$ cat src/rtl/ultrasonic_echo_timer_if.sv
// Ultrasonic echo timer bus.
// Groups the sensor-side and result-side signals of one ranging channel.
//   start     : request a ranging cycle (master -> timer)
//   echo      : raw, asynchronous sensor echo (master -> timer)
//   trigger   : sensor trigger pulse (timer -> master)
//   count     : echo width in round-trip units, held between updates
//   calculate : 1-cycle strobe, count updated and valid
//   timeout   : 1-cycle strobe, no echo or echo too long
//   busy      : timer is not idle
interface ultrasonic_echo_timer_if #(
  parameter int unsigned COUNT_W = 8
);
  logic               start;
  logic               echo;
  logic               trigger;
  logic [COUNT_W-1:0] count;
  logic               calculate;
  logic               timeout;
  logic               busy;

  modport master (
    output start, echo,
    input  trigger, count, calculate, timeout, busy
  );

  modport slave (
    input  start, echo,
    output trigger, count, calculate, timeout, busy
  );
endinterface

$ cat src/rtl/ultrasonic_echo_timer.sv
// Ultrasonic echo timer.
// Runs an HC-SR04-style ranging cycle: trigger pulse, wait for echo rise,
// time the echo high width in UNIT_US units (count>>1 = cm), report either
// a valid count (calculate) or a timeout, then hold off before the next cycle.
// Ports:
//   clk   : system clock
//   reset : asynchronous, active-low reset
//   bus   : ultrasonic_echo_timer_if slave (start, echo in; trigger, count,
//           calculate, timeout, busy out)
module ultrasonic_echo_timer #(
  parameter int unsigned CLK_DIV     = 50,
  parameter int unsigned TRIG_US     = 10,
  parameter int unsigned UNIT_US     = 29,
  parameter int unsigned WAIT_US     = 25000,
  parameter int unsigned MAX_ECHO_US = 38000,
  parameter int unsigned HOLDOFF_US  = 60000,
  parameter int unsigned COUNT_W     = 8
) (
  input logic                    clk,
  input logic                    reset,
  ultrasonic_echo_timer_if.slave bus
);

  localparam int unsigned US_LIM_A = (TRIG_US > WAIT_US) ? TRIG_US : WAIT_US;
  localparam int unsigned US_LIM_B = (MAX_ECHO_US > HOLDOFF_US) ? MAX_ECHO_US : HOLDOFF_US;
  localparam int unsigned US_LIM   = (US_LIM_A > US_LIM_B) ? US_LIM_A : US_LIM_B;
  localparam int unsigned US_W     = $clog2(US_LIM + 1);
  localparam int unsigned PRE_W    = (CLK_DIV > 1) ? $clog2(CLK_DIV) : 1;
  localparam int unsigned SUB_W    = (UNIT_US > 1) ? $clog2(UNIT_US) : 1;

  localparam logic [PRE_W-1:0] PRE_LAST  = PRE_W'(CLK_DIV - 1);
  localparam logic [SUB_W-1:0] SUB_LAST  = SUB_W'(UNIT_US - 1);
  localparam logic [US_W-1:0]  TRIG_LAST = US_W'(TRIG_US - 1);
  localparam logic [US_W-1:0]  WAIT_LAST = US_W'(WAIT_US - 1);
  localparam logic [US_W-1:0]  ECHO_LAST = US_W'(MAX_ECHO_US - 1);
  localparam logic [US_W-1:0]  HOLD_LAST = US_W'(HOLDOFF_US - 1);

  typedef enum logic [2:0] {
    S_IDLE,
    S_TRIG,
    S_WAIT,
    S_MEASURE,
    S_HOLD
  } state_t;

  state_t             r_state;
  state_t             w_state_next;
  logic [PRE_W-1:0]   r_pre;
  logic [US_W-1:0]    r_us;
  logic [SUB_W-1:0]   r_sub;
  logic [COUNT_W:0]   r_unit;
  logic               r_sync1;
  logic               r_sync2;
  logic               r_echo_d;
  logic [COUNT_W-1:0] r_count;
  logic               r_calc;
  logic               r_tmo;

  logic               w_tick;
  logic               w_enter;
  logic               w_echo_rise;
  logic               w_echo_fall;
  logic               w_unit_done;
  logic [COUNT_W:0]   w_unit_next;
  logic [COUNT_W-1:0] w_count_sat;
  logic               w_set_calc;
  logic               w_set_tmo;

  assign w_tick      = (r_pre == PRE_LAST);
  assign w_enter     = (w_state_next != r_state);
  assign w_echo_rise = r_sync2 & ~r_echo_d;
  assign w_echo_fall = ~r_sync2 & r_echo_d;
  assign w_unit_done = w_tick && (r_sub == SUB_LAST);

  // The unit counter carries one extra bit; once it reaches 2^COUNT_W it
  // stops, and anything with the top bit set reads back as all ones.
  // The captured value includes a unit completing on the capture edge.
  assign w_unit_next = (w_unit_done && !r_unit[COUNT_W]) ? r_unit + 1'b1 : r_unit;
  assign w_count_sat = w_unit_next[COUNT_W] ? '1 : w_unit_next[COUNT_W-1:0];

  // Echo synchroniser plus a delayed copy for edge detection. The edge
  // flop follows the synchronised echo in every state, so an echo that is
  // already high when WAIT is entered is not seen as a rising edge.
  always_ff @(posedge clk or negedge reset) begin
    if (!reset) begin
      r_sync1  <= 1'b0;
      r_sync2  <= 1'b0;
      r_echo_d <= 1'b0;
    end else begin
      r_sync1  <= bus.echo;
      r_sync2  <= r_sync1;
      r_echo_d <= r_sync2;
    end
  end

  // State register.
  always_ff @(posedge clk or negedge reset) begin
    if (!reset) r_state <= S_IDLE;
    else        r_state <= w_state_next;
  end

  // Next-state logic.
  always_comb begin
    w_state_next = r_state;
    w_set_calc   = 1'b0;
    w_set_tmo    = 1'b0;
    case (r_state)
      S_IDLE: begin
        if (bus.start) w_state_next = S_TRIG;
      end
      S_TRIG: begin
        if (w_tick && (r_us == TRIG_LAST)) w_state_next = S_WAIT;
      end
      S_WAIT: begin
        if (w_echo_rise) begin
          w_state_next = S_MEASURE;
        end else if (w_tick && (r_us == WAIT_LAST)) begin
          w_state_next = S_HOLD;
          w_set_tmo    = 1'b1;
        end
      end
      S_MEASURE: begin
        if (w_echo_fall) begin
          w_state_next = S_HOLD;
          w_set_calc   = 1'b1;
        end else if (w_tick && (r_us == ECHO_LAST)) begin
          w_state_next = S_HOLD;
          w_set_tmo    = 1'b1;
        end
      end
      S_HOLD: begin
        if (w_tick && (r_us == HOLD_LAST)) w_state_next = S_IDLE;
      end
      default: w_state_next = S_IDLE;
    endcase
  end

  // Output logic. trigger and busy decode the state register directly so
  // they fall together with the asynchronous reset.
  always_comb begin
    bus.trigger   = (r_state == S_TRIG);
    bus.busy      = (r_state != S_IDLE);
    bus.count     = r_count;
    bus.calculate = r_calc;
    bus.timeout   = r_tmo;
  end

  // Microsecond time base: prescaler, us-in-state counter and the us
  // position within the current echo unit. All restart on state entry.
  always_ff @(posedge clk or negedge reset) begin
    if (!reset) begin
      r_pre <= '0;
      r_us  <= '0;
      r_sub <= '0;
    end else if (w_enter) begin
      r_pre <= '0;
      r_us  <= '0;
      r_sub <= '0;
    end else if (w_tick) begin
      r_pre <= '0;
      r_us  <= r_us + 1'b1;
      r_sub <= (r_sub == SUB_LAST) ? '0 : r_sub + 1'b1;
    end else begin
      r_pre <= r_pre + 1'b1;
    end
  end

  always_ff @(posedge clk or negedge reset) begin
    if (!reset)                      r_unit <= '0;
    else if (w_enter)                r_unit <= '0;
    else if (r_state == S_MEASURE)   r_unit <= w_unit_next;
  end

  // Result register and strobes; count and calculate update on the same edge.
  always_ff @(posedge clk or negedge reset) begin
    if (!reset) begin
      r_count <= '0;
      r_calc  <= 1'b0;
      r_tmo   <= 1'b0;
    end else begin
      r_calc <= w_set_calc;
      r_tmo  <= w_set_tmo;
      if (w_set_calc) r_count <= w_count_sat;
    end
  end

endmodule

$ cat src/flat_wrapper.sv
// flat-port wrapper written by rule: the top's interface ports become plain ports
module ultrasonic_echo_timer_flat 
#(
  parameter int unsigned CLK_DIV     = 50,
  parameter int unsigned TRIG_US     = 10,
  parameter int unsigned UNIT_US     = 29,
  parameter int unsigned WAIT_US     = 25000,
  parameter int unsigned MAX_ECHO_US = 38000,
  parameter int unsigned HOLDOFF_US  = 60000,
  parameter int unsigned COUNT_W     = 8
)
  (clk, reset, bus_start, bus_echo, bus_trigger, bus_count, bus_calculate, bus_timeout, bus_busy);
  ultrasonic_echo_timer_if #(.COUNT_W(COUNT_W)) bus_i ();
  input logic clk;
  input logic reset;
  input wire logic [$bits(bus_i.start)-1:0] bus_start;
  input wire logic [$bits(bus_i.echo)-1:0] bus_echo;
  output wire logic [$bits(bus_i.trigger)-1:0] bus_trigger;
  output wire logic [$bits(bus_i.count)-1:0] bus_count;
  output wire logic [$bits(bus_i.calculate)-1:0] bus_calculate;
  output wire logic [$bits(bus_i.timeout)-1:0] bus_timeout;
  output wire logic [$bits(bus_i.busy)-1:0] bus_busy;
  assign bus_i.start = bus_start;
  assign bus_i.echo = bus_echo;
  assign bus_trigger = bus_i.trigger;
  assign bus_count = bus_i.count;
  assign bus_calculate = bus_i.calculate;
  assign bus_timeout = bus_i.timeout;
  assign bus_busy = bus_i.busy;
  ultrasonic_echo_timer #(.CLK_DIV(CLK_DIV), .TRIG_US(TRIG_US), .UNIT_US(UNIT_US), .WAIT_US(WAIT_US), .MAX_ECHO_US(MAX_ECHO_US), .HOLDOFF_US(HOLDOFF_US), .COUNT_W(COUNT_W)) u_core (.clk(clk), .reset(reset), .bus(bus_i));
endmodule
$ cat config.mk
export PLATFORM = sky130hd
export DESIGN_NAME = ultrasonic_echo_timer_flat
export DESIGN_NICKNAME = d
export VERILOG_FILES = /design/src/rtl/ultrasonic_echo_timer_if.sv /design/src/rtl/ultrasonic_echo_timer.sv /design/src/flat_wrapper.sv
export SDC_FILE = /design/constraint.sdc
export NUM_CORES = 1
export LEC_CHECK = 0
export ABC_AREA = 1
export CAP_MARGIN = 20
export CORE_ASPECT_RATIO = 1.4
export CORE_MARGIN = 3
export CORE_UTILIZATION = 25
export CTS_BUF_LIST = sky130_fd_sc_hd__clkbuf_16
export CTS_CLUSTER_DIAMETER = 80
export CTS_CLUSTER_SIZE = 25
export DETAILED_ROUTE_END_ITERATION = 7
export REMOVE_ABC_BUFFERS = 1
export SYNTH_ARGS = -nofsm -noshare
export SYNTH_HDL_FRONTEND = slang
export SYNTH_SLANG_ARGS = --single-unit
$ cat constraint.sdc
create_clock -name clk -period 4.2 [get_ports clk]
set_input_delay 0.84 -clock clk [delete_from_list [all_inputs] [get_ports clk]]
set_output_delay 0.84 -clock clk [all_outputs]
set_load 0.01 [all_outputs]
Word-level counts from Yosys, hierarchy flattened --
Index checks and enable logic that the tools add are counted.
Storage, ports and cells: output and inout bits 12, register bits after elaboration 52, logic and storage cells 67
Cells by class: bitwise logic cells 4, muxes and demuxes 26, equality and inequality tests 11, reductions and logical operators 11, $add $sub $neg 4
Operators by type and width (number):
- $eq 16x16->1 const B | 2
- $mux 16 | 2
- $mux 9 | 3
- $mux 3 | 7
- $add 16x1->16 const B | 1
- $eq 16x15->1 const B | 1
- $eq 16x4->1 const B | 1
- $mux 5 | 3
- $pmux 3 s5 | 1
- $mux 6 | 2
- $add 9x1->9 const B | 1
- $mux 8 | 1
- $add 6x1->6 const B | 1
- $eq 3x2->1 const B | 2
- $eq 6x6->1 const B | 1
- $logic_and 1x1->1 | 6
- $mux 1 | 6
- $add 5x1->5 const B | 1
- $eq 5x5->1 const B | 1
- $reduce_bool 2->1 | 2
- $eq 3x1->1 const B | 1
- $eq 3x3->1 const B | 1
- $logic_not 3->1 | 1
- $ne 3x3->1 | 1
- other kinds (5) | 7

Depth between registers and ports, before layout --
depth after elaboration 7, mapped depth 14, depth with buffers taken out 13

Worst setup path after synthesis --
Ideal clock, no wire load.
path kind register to register, from register u_core.r_pre[1], to register u_core.r_us[1], stages on the path, launching flop included 15, path buffers 1, slack 2.436 ns, clock period less this slack 1.764 ns, arrival 1.642 ns, setup time 0.122 ns, cells stage by stage dfrtp_1 > inv_1 > ha_1 > nand2_1 > nor2_2 > nand2_2 > nor2_2 > nand3_2 > nand2_1 > nand2_1 > o21bai_1 > nand2_1 > nand2_4 > buf_6 > nor2_2
On the way: cells in the longest elaborated chain, start to end 7, elaborated cells on any way between the ends 15, those cells by class 2 x eq/ne; 8 x mux; 5 x reduce/logical
RTL lines:
- start, declared | line ultrasonic_echo_timer.sv:48 | logic [PRE_W-1:0] r_pre;
- start signal, assigned | line ultrasonic_echo_timer.sv:164 | r_pre <= r_pre + 1'b1;
- $eq 6x6->1 (*) | line ultrasonic_echo_timer.sv:69 | assign w_tick = (r_pre == PRE_LAST);
- $logic_and 1x1->1, on equally long branches | line ultrasonic_echo_timer.sv:126, ultrasonic_echo_timer.sv:117
- $mux 3, on equally long branches | line ultrasonic_echo_timer.sv:126, ultrasonic_echo_timer.sv:117
- $mux 3, on equally long branches | line ultrasonic_echo_timer.sv:123, ultrasonic_echo_timer.sv:115
- $pmux 3 s5 | line ultrasonic_echo_timer.sv:107 | case (r_state)
- $ne 3x3->1 | line ultrasonic_echo_timer.sv:70 | assign w_enter = (w_state_next != r_state);
- $mux 16 / $reduce_bool 2->1 (equally long branches)
- end signal, assigned | line ultrasonic_echo_timer.sv:161 | r_us <= r_us + 1'b1;
- end, declared | line ultrasonic_echo_timer.sv:49 | logic [US_W-1:0] r_us;
Every way passes the cells marked *; elsewhere a longest branch is shown, timed or not. A chain may end at the register's enable or synchronous reset.

Final worst setup path --
from register u_core.r_state[0], to output bus_trigger
On the way: cells in the longest elaborated chain, start to end 1
RTL lines:
- start, declared | line ultrasonic_echo_timer.sv:46 | state_t r_state;
- start signal, assigned | line ultrasonic_echo_timer.sv:99 | else r_state <= w_state_next;
- $eq 3x1->1 | line ultrasonic_echo_timer.sv:141 | bus.trigger = (r_state == S_TRIG);
- end, declared | line flat_wrapper.sv:18 | output wire logic [$bits(bus_i.trigger)-1:0] bus_trigger;
No other way between the ends.

==> qor.csv <==
stage,metric,value,unit
status,status,finished clean,
clocking,CTS clock-pin slew for the worst setup and hold paths,0.07,ns
clocking,hold-fix buffers at CTS,0,
sta,post-route clock period utilization,0.606,
synth,area share of the largest cell type after synthesis,0.434,
clocking,Num CTS Buffers,5,
routing,Initial DRT Pass Iterations,4,
synth,synth top area cells,"dfrtp_1, nand2_1, nor2_1",
placed_design,placed instance area,0.00327,mm2
clocking,CTS root buf,clkbuf_16,
sta,Hold WS,0.365,ns
placed_design,HPWL after DPL,4.55,mm
critical_path,CP peak stage delay,0.62,ns
synth,Compound-Gate Fraction of Synth Area,0.0610,
sta,Slew Limit Headroom,0.620,
worst_hold_path,worst min path class,flop to flop,
finish,layout cells sized above 1,0.0856,
synth,Post-Synth Simple-Gate Area,0.331,
sta,Worst Tran Pin Value,0.565,ns
pwr,Max VDD drop,0.161,mV
clocking,CTS tree,built,
die,standard-cell rows,46,
placed_design,Setup Slack @ Placement,1.83,ns
pwr,leakage power,1.55,nW
sta,final setup vio count,0,
die,initial core utilization,0.260,
synth,"Top FF cell, synth",dfrtp_1,
synth,Commonest cells post-synth,"nand2_1, nor2_1, dfrtp_1",
synth,post-synthesis cell count,394,
die,Core Box Area,0.0115,mm2
critical_path,Critical Path RT,3.36,ns
routing,Routed Antenna Nets,0,
grt,grt total ovfl,0,
flow_run,Max Cap Violations,0,
clocking,H-tree levels,2,
routing,routed vias/inst,4.52,
synth,Yosys reg bits,52,
finish,post-route core utilization,0.296,
synth,syn avg cell area,7.60,um2
clocking,post-cts sizing count,0,
pwr,Final Power,915,uW
sta,Slew Limit Fails,0,
synth,most common cell in the synthesized netlist,nand2_1,
finish,"Design Area, Final",0.00341,mm2
sta,clk_skew,0.00758,ns
synth,Synth async-reset ratio,1.00,
finish,fin cells,553,
sta,Max Freq,393,MHz
synth,Post-Synth Adder-Cell Area,0.0292,
routing,via count,2502,
placed_design,placed insts,545,
grt,total track usage,0.101,
synth,largest family of logic cells by synthesized area,simple AND/OR/NAND/NOR gates,
synth,"EDFF count, synth",0,
routing,post-route DRC violation count,0,
synth,sequential fraction of the synthesis area,0.434,
finish,Layout Nets,419,
grt,vias in the first global route,2420,
sta,RSZ-0062 raised after global routing,false,
synth,Syn. warnings,0,
critical_path,startpoint types,flop,
critical_path,Worst Path Arrival,1.70,ns
finish,area delta synth->final,13.8,%
synth,synth unique cells,33,
clocking,CTS max path bufs,2,
synth,leading area contributor after synthesis,dfrtp_1,
routing,initial DRC count,146,
die,Die W,98.5,um
sta,Final WS setup,1.66,ns
sta,min Tclk post-route,2.54,ns
clocking,clk sinks,52,
grt,first-pass GRT wire length,11.0,mm
routing,Routed WL,6.24,mm
clocking,worst-skew pair later-pin latency,0.29,ns
routing,drt wl/cell,11.3,um
placed_design,buffers added on ports,15,
die,die area,0.0133,mm2
pwr,Pwr Density,268,mW/mm2
critical_path,cell chain of the critical path,inv_1 > nor3_1 > clkdlybuf4s50_1,
sta,total negative setup slack,0,ns
critical_path,crit-path max FO,6,
critical_path,Crit-path slowest cell,clkdlybuf4s50_1,
die,IO Count,16,
sta,Final Hold Fails,0,
synth,xor/xnor share of the synthesized area,0.0643,
critical_path,Crit Path Category,flop to output pin,
synth,synthesized area,0.00300,mm2
synth,post-synthesis mux area share,0,
clocking,Post-CTS Setup Bufs,0,
critical_path,Setup crit end kind,output pin,
die,DIE HEIGHT,136,um
grt,initial antenna violation count,0,
grt,largest net degree at the start of global routing,37,
placed_design,Routability Congestion,0.853,
finish,Antenna Cells,0,
[per-layer routing]
| layer | track usage | up-vias | part of all wire |
|---|---|---|---|
| li1 | - | 1267 | - |
| met1 | 0.115 | 1179 | 0.42 |
| met2 | 0.180 | 43 | 0.52 |
| met3 | 0.0227 | 13 | 0.033 |
| met4 | 0.0448 | 0 | 0.026 |
| met5 | 0 | - | 0 |
[area by class of cell]
class / count / area [um2]
sequential: 52 / 1300
multi-input combinational: 285 / 1460
inverter: 48 / 180
tap: 144 / 180
timing repair buffer: 16 / 153
clock inverter: 3 / 15.0
clock buffer: 5 / 125
fill: 1235 / 8100
[path summary, 6_finish.rpt]
kind                              endpoint  cells past startpoint  slack (ns)              start
max                            bus_trigger                      3        1.66  u_core.r_state[0]
min                         u_core.r_sync2                      0        0.37     u_core.r_sync1
max reg2reg                u_core.r_sub[1]                     10        1.86  u_core.r_state[2]
min reg2reg                 u_core.r_sync2                      0        0.37     u_core.r_sync1
max in group asynchronous   u_core.r_us[9]                      2        2.94              reset
min in group asynchronous  u_core.r_echo_d                      1        0.46              reset
[critical path, delay by kind of cell, from the launching register on]
kind,cells,cell delay [ns]
buffers and inverters,2,0.73
flip-flops,1,0.38
AND/OR/NAND/NOR,1,0.30
[layout by cell type (no fill, tap or decap), types with 2 or more instances in the layout]
cell	netlist	routed
inv_1	47	48
nand2_2	2	2
nor2_2	14	14
or2_2	4	4
dfrtp_1	52	52
o21ai_0	15	15
nand3_2	2	2
xnor2_1	2	2
a31oi_1	3	3
clkbuf_16	0	5
a21oi_1	6	6
nand4_1	7	7
nor4_1	5	5
xor2_1	20	20
ha_1	7	7
nand3_1	21	21
nand2_1	86	86
clkdlybuf4s50_1	0	14
nor3_1	5	5
nor2_1	75	75
[kinds of logic (layout without fill, tap and decap cells)]
family	Yosys count	in the layout
adders and majority gates	7	7
and+or+nand+nor	225	225
DFF	52	52
xor gates and xnor gates	22	22
buffers and inverters	57	72
AOI/OAI and AO/OA	31	31
[report_power, final]
part / internal [mW] / total, mW / switching, mW
Clock: 0.217 / 0.399 / 0.182
Sequential: 0.502 / 0.503 / 0.000844
Combinational: 0.00290 / 0.0137 / 0.0108
Total: 0.722 / 0.915 / 0.193
[flip-flops by register name (all words and copies together) (netlist names)]
signal and cells:
u_core.bus.calculate 1, u_core.bus.count 8, u_core.bus.timeout 1, u_core.r_echo_d 1, u_core.r_pre 6, u_core.r_state 3, u_core.r_sub 5, u_core.r_sync1 1
u_core.r_sync2 1, u_core.r_unit 9, u_core.r_us 16
No activity file was read; power rests on OpenSTA's default activity.
